[config.mk]
export PLATFORM = sky130hd
export DESIGN_NAME = regfile_sb
export DESIGN_NICKNAME = d
export VERILOG_FILES = /design/src/rtl/rf_pkg.sv /design/src/rtl/rf_sb_counter.sv /design/src/rtl/regfile_sb.sv
export SDC_FILE = /design/constraint.sdc
export NUM_CORES = 2
export LEC_CHECK = 0
export CORE_ASPECT_RATIO = 0.75
export CORE_UTILIZATION = 25
export CTS_BUF_LIST = sky130_fd_sc_hd__clkbuf_8
export DETAILED_ROUTE_END_ITERATION = 10
export PLACE_DENSITY = 0.45
export SYNTH_ARGS = -nofsm -noshare
export SYNTH_HDL_FRONTEND = slang
export SYNTH_SLANG_ARGS = --single-unit
[constraint.sdc]
create_clock -name clk -period 2.6 [get_ports clk]
set_input_delay 0.26 -clock clk [delete_from_list [all_inputs] [get_ports clk]]
set_output_delay 0.26 -clock clk [all_outputs]
set_load 0.02 [all_outputs]
[src/rtl/rf_pkg.sv]
// Shared register-file types and defaults.
// Used by decode, WB and the scoreboarded register file.
package rf_pkg;

    localparam int RF_ADDR_W = 5;
    localparam int RF_DATA_W = 32;
    localparam int RF_CNT_W  = 2;

    typedef logic [RF_ADDR_W-1:0] rf_addr_t;
    typedef logic [RF_DATA_W-1:0] rf_data_t;

    localparam rf_addr_t RF_ZERO_ADDR = '0;

endpackage

[src/rtl/rf_sb_counter.sv]
// Per-register outstanding-producer counter.
// Clear wins; inc and dec together cancel; both ends saturate.
module rf_sb_counter #(
    parameter int CNT_W = 2
) (
    input  logic             clk,
    input  logic             rst_n,
    input  logic             inc,
    input  logic             dec,
    input  logic             clr,
    output logic [CNT_W-1:0] count,
    output logic             busy
);

    localparam logic [CNT_W-1:0] CMAX = '1;

    // Net up/down step of the in-flight count
    always_ff @(posedge clk or negedge rst_n) begin
        if (!rst_n) begin
            count <= '0;
        end else if (clr) begin
            count <= '0;
        end else if (inc && !dec && count != CMAX) begin
            count <= count + 1'b1;
        end else if (dec && !inc && count != '0) begin
            count <= count - 1'b1;
        end
    end

    assign busy = (count != '0);

endmodule

[src/rtl/regfile_sb.sv]
// Integer register file with write bypass and
// a per-register outstanding-write scoreboard.
module regfile_sb
    import rf_pkg::*;
#(
    parameter int ADDR_W = RF_ADDR_W,
    parameter int DATA_W = RF_DATA_W,
    parameter int NUM_RD = 2,
    parameter int CNT_W  = RF_CNT_W
) (
    input  logic                     clk,
    input  logic                     rst_n,
    input  logic [NUM_RD*ADDR_W-1:0] i_raddr,
    output logic [NUM_RD*DATA_W-1:0] o_rdata,
    output logic [NUM_RD-1:0]        o_rbusy,
    input  logic                     i_wen,
    input  logic [ADDR_W-1:0]        i_waddr,
    input  logic [DATA_W-1:0]        i_wdata,
    input  logic                     i_alloc_en,
    input  logic [ADDR_W-1:0]        i_alloc_addr,
    output logic                     o_alloc_ready,
    input  logic                     i_flush
);

    localparam int NREG = 2**ADDR_W;
    localparam logic [CNT_W-1:0] CMAX = '1;
    localparam logic [ADDR_W-1:0] ZADDR = ADDR_W'(RF_ZERO_ADDR);

    logic [DATA_W-1:0] mem_q [1:NREG-1];
    logic [NREG-1:0][CNT_W-1:0] cnt;
    logic [NREG-1:1] busy;

    logic wr_nz;
    logic alloc_nz;
    logic alloc_acc;

    assign wr_nz     = i_wen && (i_waddr != ZADDR);
    assign alloc_nz  = (i_alloc_addr != ZADDR);
    assign alloc_acc = i_alloc_en && o_alloc_ready
                     && alloc_nz && !i_flush;

    // Committed writes; x0 has no storage
    always_ff @(posedge clk or negedge rst_n) begin
        if (!rst_n) begin
            for (int i = 1; i < NREG; i++) begin
                mem_q[i] <= '0;
            end
        end else if (wr_nz) begin
            for (int i = 1; i < NREG; i++) begin
                if (i_waddr == ADDR_W'(i)) begin
                    mem_q[i] <= i_wdata;
                end
            end
        end
    end

    assign cnt[0] = '0;

    for (genvar i = 1; i < NREG; i++) begin : g_sb
        logic inc;
        logic dec;

        assign inc = alloc_acc
                   && (i_alloc_addr == ADDR_W'(i));
        assign dec = wr_nz && busy[i]
                   && (i_waddr == ADDR_W'(i));

        rf_sb_counter #(
            .CNT_W (CNT_W)
        ) u_cnt (
            .clk   (clk),
            .rst_n (rst_n),
            .inc   (inc),
            .dec   (dec),
            .clr   (i_flush),
            .count (cnt[i]),
            .busy  (busy[i])
        );
    end

    assign o_alloc_ready = !alloc_nz
                         || (cnt[i_alloc_addr] != CMAX);

    for (genvar k = 0; k < NUM_RD; k++) begin : g_rd
        logic [ADDR_W-1:0] ra;
        logic              byp;
        logic [DATA_W-1:0] sd;
        logic [CNT_W-1:0]  c;

        assign ra  = i_raddr[k*ADDR_W +: ADDR_W];
        assign byp = wr_nz && (i_waddr == ra);
        assign c   = cnt[ra];

        // Stored value lookup; x0 reads zero
        always_comb begin
            sd = '0;
            for (int j = 1; j < NREG; j++) begin
                if (ra == ADDR_W'(j)) begin
                    sd = mem_q[j];
                end
            end
        end

        assign o_rdata[k*DATA_W +: DATA_W] =
            byp ? i_wdata : sd;
        assign o_rbusy[k] = (c != '0)
            && !(byp && c == CNT_W'(1));
    end

endmodule

# Word-level counts from Yosys, hierarchy flattened
# Cells that the tools add are included.
# totals
in_bits	57
ff_bits	1054
wordCells	841
out_inout_bits	67
# classes
addsub	62
reduce_logical	391
n_lt_le_gt_ge	3
n_eq_ne	160
n_mux	163
# ops
operator	n
$mux 32	64
$eq 5x5->1 const B	64
$logic_and 1x1->1	227
$mux 2	96
$eq 5x4->1 const B	32
$reduce_bool 3->1	31
$eq 5x3->1 const B	16
$logic_not 1->1	66
$reduce_bool 2->1	33
$ne 2x2->1 const B	32
$add 2x1->2 const B	31
$reduce_and 2->1	31
$sub 2x1->2 const B	31
$eq 5x2->1 const B	8
$bmux 2 s5	3
$eq 5x1->1 const B	4
$lt 5x6->1 const B	3
$eq 5x5->1	2
$reduce_bool 5->1	2
$eq 2x1->1 const B	2
$logic_or 1x1->1	1

# Longest topological paths before layout
# depth
ltp_word	33
ltp_mapped	11
ltp_nobuf	7

# By module
# A second synthesis with hierarchy kept.
# hier_totals
cells_unflattened	6059
area_unflattened_um2	61743.0
# modules_own_cells
mod	area_per_inst_um2	cells_each	instances	seq_area_each_um2
regfile_sb	58235.9	5656	1	24823.8
rf_sb_counter (g_sb[10].u_cnt ...)	112.6	13	30	50.0
rf_sb_counter (g_sb[6].u_cnt)	128.9	13	1	50.0

# Worst setup path after synthesis
# Ideal clock, no wire load.
# synth_path
path_kind	input to output
startpoint	input port i_raddr[3]
endpoint	output port o_rdata[11]
path_buffers	5
required_ns	2.340
stages	9
path_slack_ns	0.219
arrival_time_ns	2.121
path_cell_list	buf_4 > buf_4 > buf_6 > nand4b_1 > clkbuf_1 > clkbuf_1 > o221ai_1 > a31o_1 > a31oi_1
# synth_between
elab_chain_len	33
elab_cells_between_ends	65
cone_classes	eq/ne (32); mux (32); reduce/logical (1)
# synth_rtl
item	line	text
start, declared	regfile_sb.sv:13	input logic [NUM_RD*ADDR_W-1:0] i_raddr,
$eq 5x1->1	regfile_sb.sv:98	if (ra == ADDR_W'(j)) begin
$mux 32 (31 in series)	regfile_sb.sv:98	
$mux 32 *	regfile_sb.sv:105	byp ? i_wdata : sd;
end, declared	regfile_sb.sv:14	output logic [NUM_RD*DATA_W-1:0] o_rdata,
# Every way passes the cells marked *; elsewhere a longest branch is shown, timed or not.

# Final worst setup path
# layout_path
startpoint	register mem_q[266] (netlist bit)
endpoint	output port o_rdata[42]
# layout_between
elab_chain_len	10
# layout_rtl
item	line	text
start, declared	regfile_sb.sv:29	logic [DATA_W-1:0] mem_q [1:NREG-1];
start signal, assigned by index	regfile_sb.sv:51	mem_q[i] <= i_wdata;
$mux 32 (9 in series)	regfile_sb.sv:98	
$mux 32	regfile_sb.sv:105	
# No other way between the ends.

==> key figures <==
Pwr
  • Leakage: approximately 37 nW
  • Clock share of power: 33.4%
  • Switching pwr: about 17 mW
  • Peak VDD IR: approximately 0.00054 V
  • Seq pwr share: around 43%
  • Total power: ~52 mW
  • Cell internal pwr: roughly 35 mW
  • Sw Share: between 30% and 40%
  • Gate power share: between 20% and 30%
  • Total power per unit cell area: 619 nW/um^2

Route
  • Drt total wl: a little over 300,000 microns
  • Routed WL per cell: slightly below 30 microns
  • DRT Pass-1 Iters: 6
  • Via/cell ratio: 5.58
  • DRC violations left: 0
  • Initial DRC count: ~6,500
  • Via count: between 50,000 and 60,000
  • Post-DRT Antenna Nets: 0

Global routing
  • Vias in the first global route: about 57,000
  • Largest net degree at the start of global routing: 112
  • Overall routing resource usage: around 25%
  • Overflow after GRT: 0
  • Initial antenna violation count: 14
  • First-pass GRT wire length: 440,000 microns

Floorplan
  • Row cnt: ~160
  • Chip height: between 400 and 500 microns
  • Die X: 571 microns
  • Top-level I/O count: about 120
  • Initial Util: between 20% and 30%
  • Core area: around 240,000 sq um
  • Die area: ~240,000 sq um

Timing
  • Worst Tran Pin Value: around 1100 ps
  • Final Max Slew Viols: 0
  • Final worst path period share: 140%
  • Final hold violations: 0
  • Worst setup margin: -1030 ps
  • Minimum clock period: 3630 ps
  • Max Clk Rate: between 0.2 and 0.3 GHz
  • Clock Skew: approximately 45 ps
  • Worst slew margin: between 20 and 30%
  • Total Neg Setup Slack: -40,880 ps
  • Final setup fails: 67
  • Unrepaired setup endpoints after global routing: true

Layout
  • Nets: between 7,000 and 8,000
  • Filler instances: 24,400
  • Final instance area: 84,200 sq um
  • Area Growth Syn to Fin: 38.9%
  • Share of post-route cells with drive strength above 1: 44.7%

Synthesis
  • Distinct cell type count after synthesis: 90
  • Prevailing post-synth register cell: dfrtp_1
  • FF+latch count, synth: between 1,000 and 1,500
  • Asr flop ratio synth: 100%
  • Synth Instances: ~6,000
  • Syn Nets: just over 6,000
  • Synth Warn #: 0
  • Syn avg cell area: around 10 sq um
  • Post-synth EDFFs: 0
  • Syn Std Cell Area: between 60,000 and 70,000 sq um
  • Sequential share of the synthesized area: 43.5%

Clock network
  • Clock sink total: between 1,000 and 1,500
  • Total CTS buffers: about 200
  • Worst-path clk slew: about 70 ps
  • CTS Buffer Depth: 3
  • CTS Root Cell: clkbuf_8
  • Htree depth: 4
  • Worst skew pair latency: 1000 ps
  • CTS tree: done

Critical path
  • Worst-path cell chain: a21o_1 -> nand2_1 -> and3_2 -> o2111ai_1 -> o211ai_1 -> buf_4 -> a31oi_4 -> buf_6 -> buf_6
  • Arrival @ worst endpoint: about 3400 ps
  • Crit-path max cell delay: slightly above 500 ps
  • Most used cell, CP: buf_6
  • WP buf/inv: 3
  • Slowest stage cell on the critical path: o211ai_1
  • Critical path's top delay family: compound AO/OA/AOI/OAI gates
  • CP endpoint kind: primary output
  • Worst setup SP type: flip-flop
  • Required @ worst endpoint: around 2300 ps
  • Crit path kind: reg2out
  • CP max FO: 3

Placement
  • IO buf count: roughly 120
  • Post-DP HPWL: ~230,000 microns
  • Placed standard-cell area: between 70,000 and 80,000 sq um
  • Place WS: -1490 ps
  • Gpl congestion: a little under 1

Flow run
  • Max_cap viols: 0

Worst hold path
  • Worst hold path class: in2async

Outcome
  • Status: finished with violations
  • Failing checks: negative setup slack
-- repair_timing --
action,in CTS,in global routing
pin swaps,265,167
setup endpoints to repair,67,67
gates resized for setup,719,223
cloned,2,1
setup buffers,91,32
endpoints found under the hold margin,1108,0
hold buffers,6,0
-- worst paths after layout --
kind | endpoint | slack, ps | start | cells after the start
worst max-delay path | o_rdata[42] | -1030 | mem_q[266] | 9
worst min-delay path | mem_q[221] | 60 | rst_n | 3
worst max register to register | g_sb[12].u_cnt.count[0] | 270 | g_sb[7].u_cnt.count[1] | 8
worst min register to register | mem_q[520] | 510 | mem_q[520] | 2
max in group asynchronous | mem_q[85] | 1810 | rst_n | 3
min in group clk | mem_q[401] | 90 | i_waddr[3] | 5
-- sequential cells by signal, indices dropped and copies added (netlist names) --
signal,cells
g_sb.u_cnt.count,62
mem_q,992
-- worst min-delay path, delay by kind of cell --
kind | cells | cell delay, ps
buf+inv | 3 | 1130
-- cells in the mapped netlist, types with 33 or more instances --
cell type	n	area (sq um)
nor3_1	101	505
a31oi_1	62	388
a32oi_1	41	359
o21a_1	37	278
nor2b_1	52	325
o22ai_1	181	1130
a221oi_1	37	324
nand2_1	509	1910
dfrtp_1	1054	26400
mux2i_1	90	901
clkbuf_1	318	1190
a211oi_1	35	263
or3_1	45	282
a21oi_1	373	1870
o221ai_1	77	674
a22oi_1	171	1280
mux4_2	68	1530
buf_2	193	966
nand3_1	164	821
nor2_1	370	1390
a21o_1	54	405
o21ai_0	420	2100
inv_1	33	124
o31ai_1	37	278
mux2_2	952	10700
-- layout make-up --
| type | instances | area [sq um] | area share, % |
|---|---|---|---|
| tap | 3239 | 4050 | 4.81 |
| clock inverter | 105 | 588 | 0.698 |
| clock buffer | 260 | 3580 | 4.25 |
| inverter | 34 | 136 | 0.162 |
| multi-input combinational | 4360 | 35300 | 41.9 |
| sequential | 1054 | 26400 | 31.3 |
| timing repair buffer | 1476 | 14100 | 16.8 |
| antenna | 10 | 25.0 | 0.0297 |
-- per-layer routing --
metal	wire length [microns]	vias up	global-route usage [%]
met3	33900	498	6.96
met1	144000	30400	37.4
met4	8300	6	6.33
li1	-	24700	-
met5	31	-	0
met2	125000	3093	34.1
-- power by group through the flow --
| stage | combinational (mW) | sequential [mW] | clock, mW |
|---|---|---|---|
| finish | 12.5 | 22.3 | 17.4 |
| global route | 13.1 | 22.6 | 18.4 |
| CTS | 11.9 | 22.1 | 17.7 |
| detailed placement | 10.9 | 22.3 | 0 |
| global placement | 10.7 | 22.2 | 0 |
| floorplan | 5.72 | 21.3 | 0 |
-- through the flow --
stage / hold slack, ps / utilization [%] / cells
after floorplan: -35.6 / - / 6022
after global placement: 232 / 31.1 / 10100
after detailed placement: 226 / 31.1 / 10100
after CTS: 4.27 / 34.4 / 10500
after global routing: 36.4 / 34.9 / 10500
final: 56.8 / 34.9 / 10500
-- cell usage in the layout, fill, tap and decap left out, types with 24 or more instances in the layout --
| cell | n |
|---|---|
| nand3_1 | 126 |
| o21ai_1 | 26 |
| nand4_1 | 29 |
| buf_6 | 135 |
| mux4_2 | 68 |
| nor3_1 | 70 |
| buf_12 | 186 |
| a32oi_1 | 31 |
| clkdlybuf4s50_1 | 38 |
| o31ai_1 | 27 |
| nor2_1 | 341 |
| a21o_1 | 45 |
| a22oi_1 | 153 |
| mux2i_1 | 86 |
| o22ai_1 | 176 |
| nor3b_1 | 24 |
| dfrtp_1 | 1049 |
| o211ai_1 | 25 |
| a211oi_1 | 25 |
| a31oi_1 | 33 |
| inv_1 | 96 |
| mux2_2 | 932 |
| o221ai_1 | 43 |
| a21oi_1 | 303 |
| nand2b_1 | 27 |
| clkbuf_8 | 260 |
| or3_1 | 43 |
| o21a_1 | 37 |
| xor2_1 | 29 |
| a21oi_2 | 47 |
| buf_4 | 1092 |
| a221oi_1 | 24 |
| nand2_2 | 29 |
| nand2_1 | 475 |
| o21ai_0 | 385 |
| nor2b_1 | 46 |
| o22a_1 | 27 |
| nand3_2 | 27 |
-- cells by family (layout without fill, tap and decap cells) --
kind of cell | Yosys count | after routing | synth area share, %
compound gates | 1752 | 1752 | 18.6
simple gates | 1457 | 1457 | 11.2
mux | 1110 | 1110 | 21.7
flops | 1054 | 1054 | 43.5
buf+inv | 608 | 1875 | 4.38
xor+xnor | 41 | 41 | 0.592
other cells | 0 | 10 | 0
No activity file was read; power rests on OpenSTA's default activity.
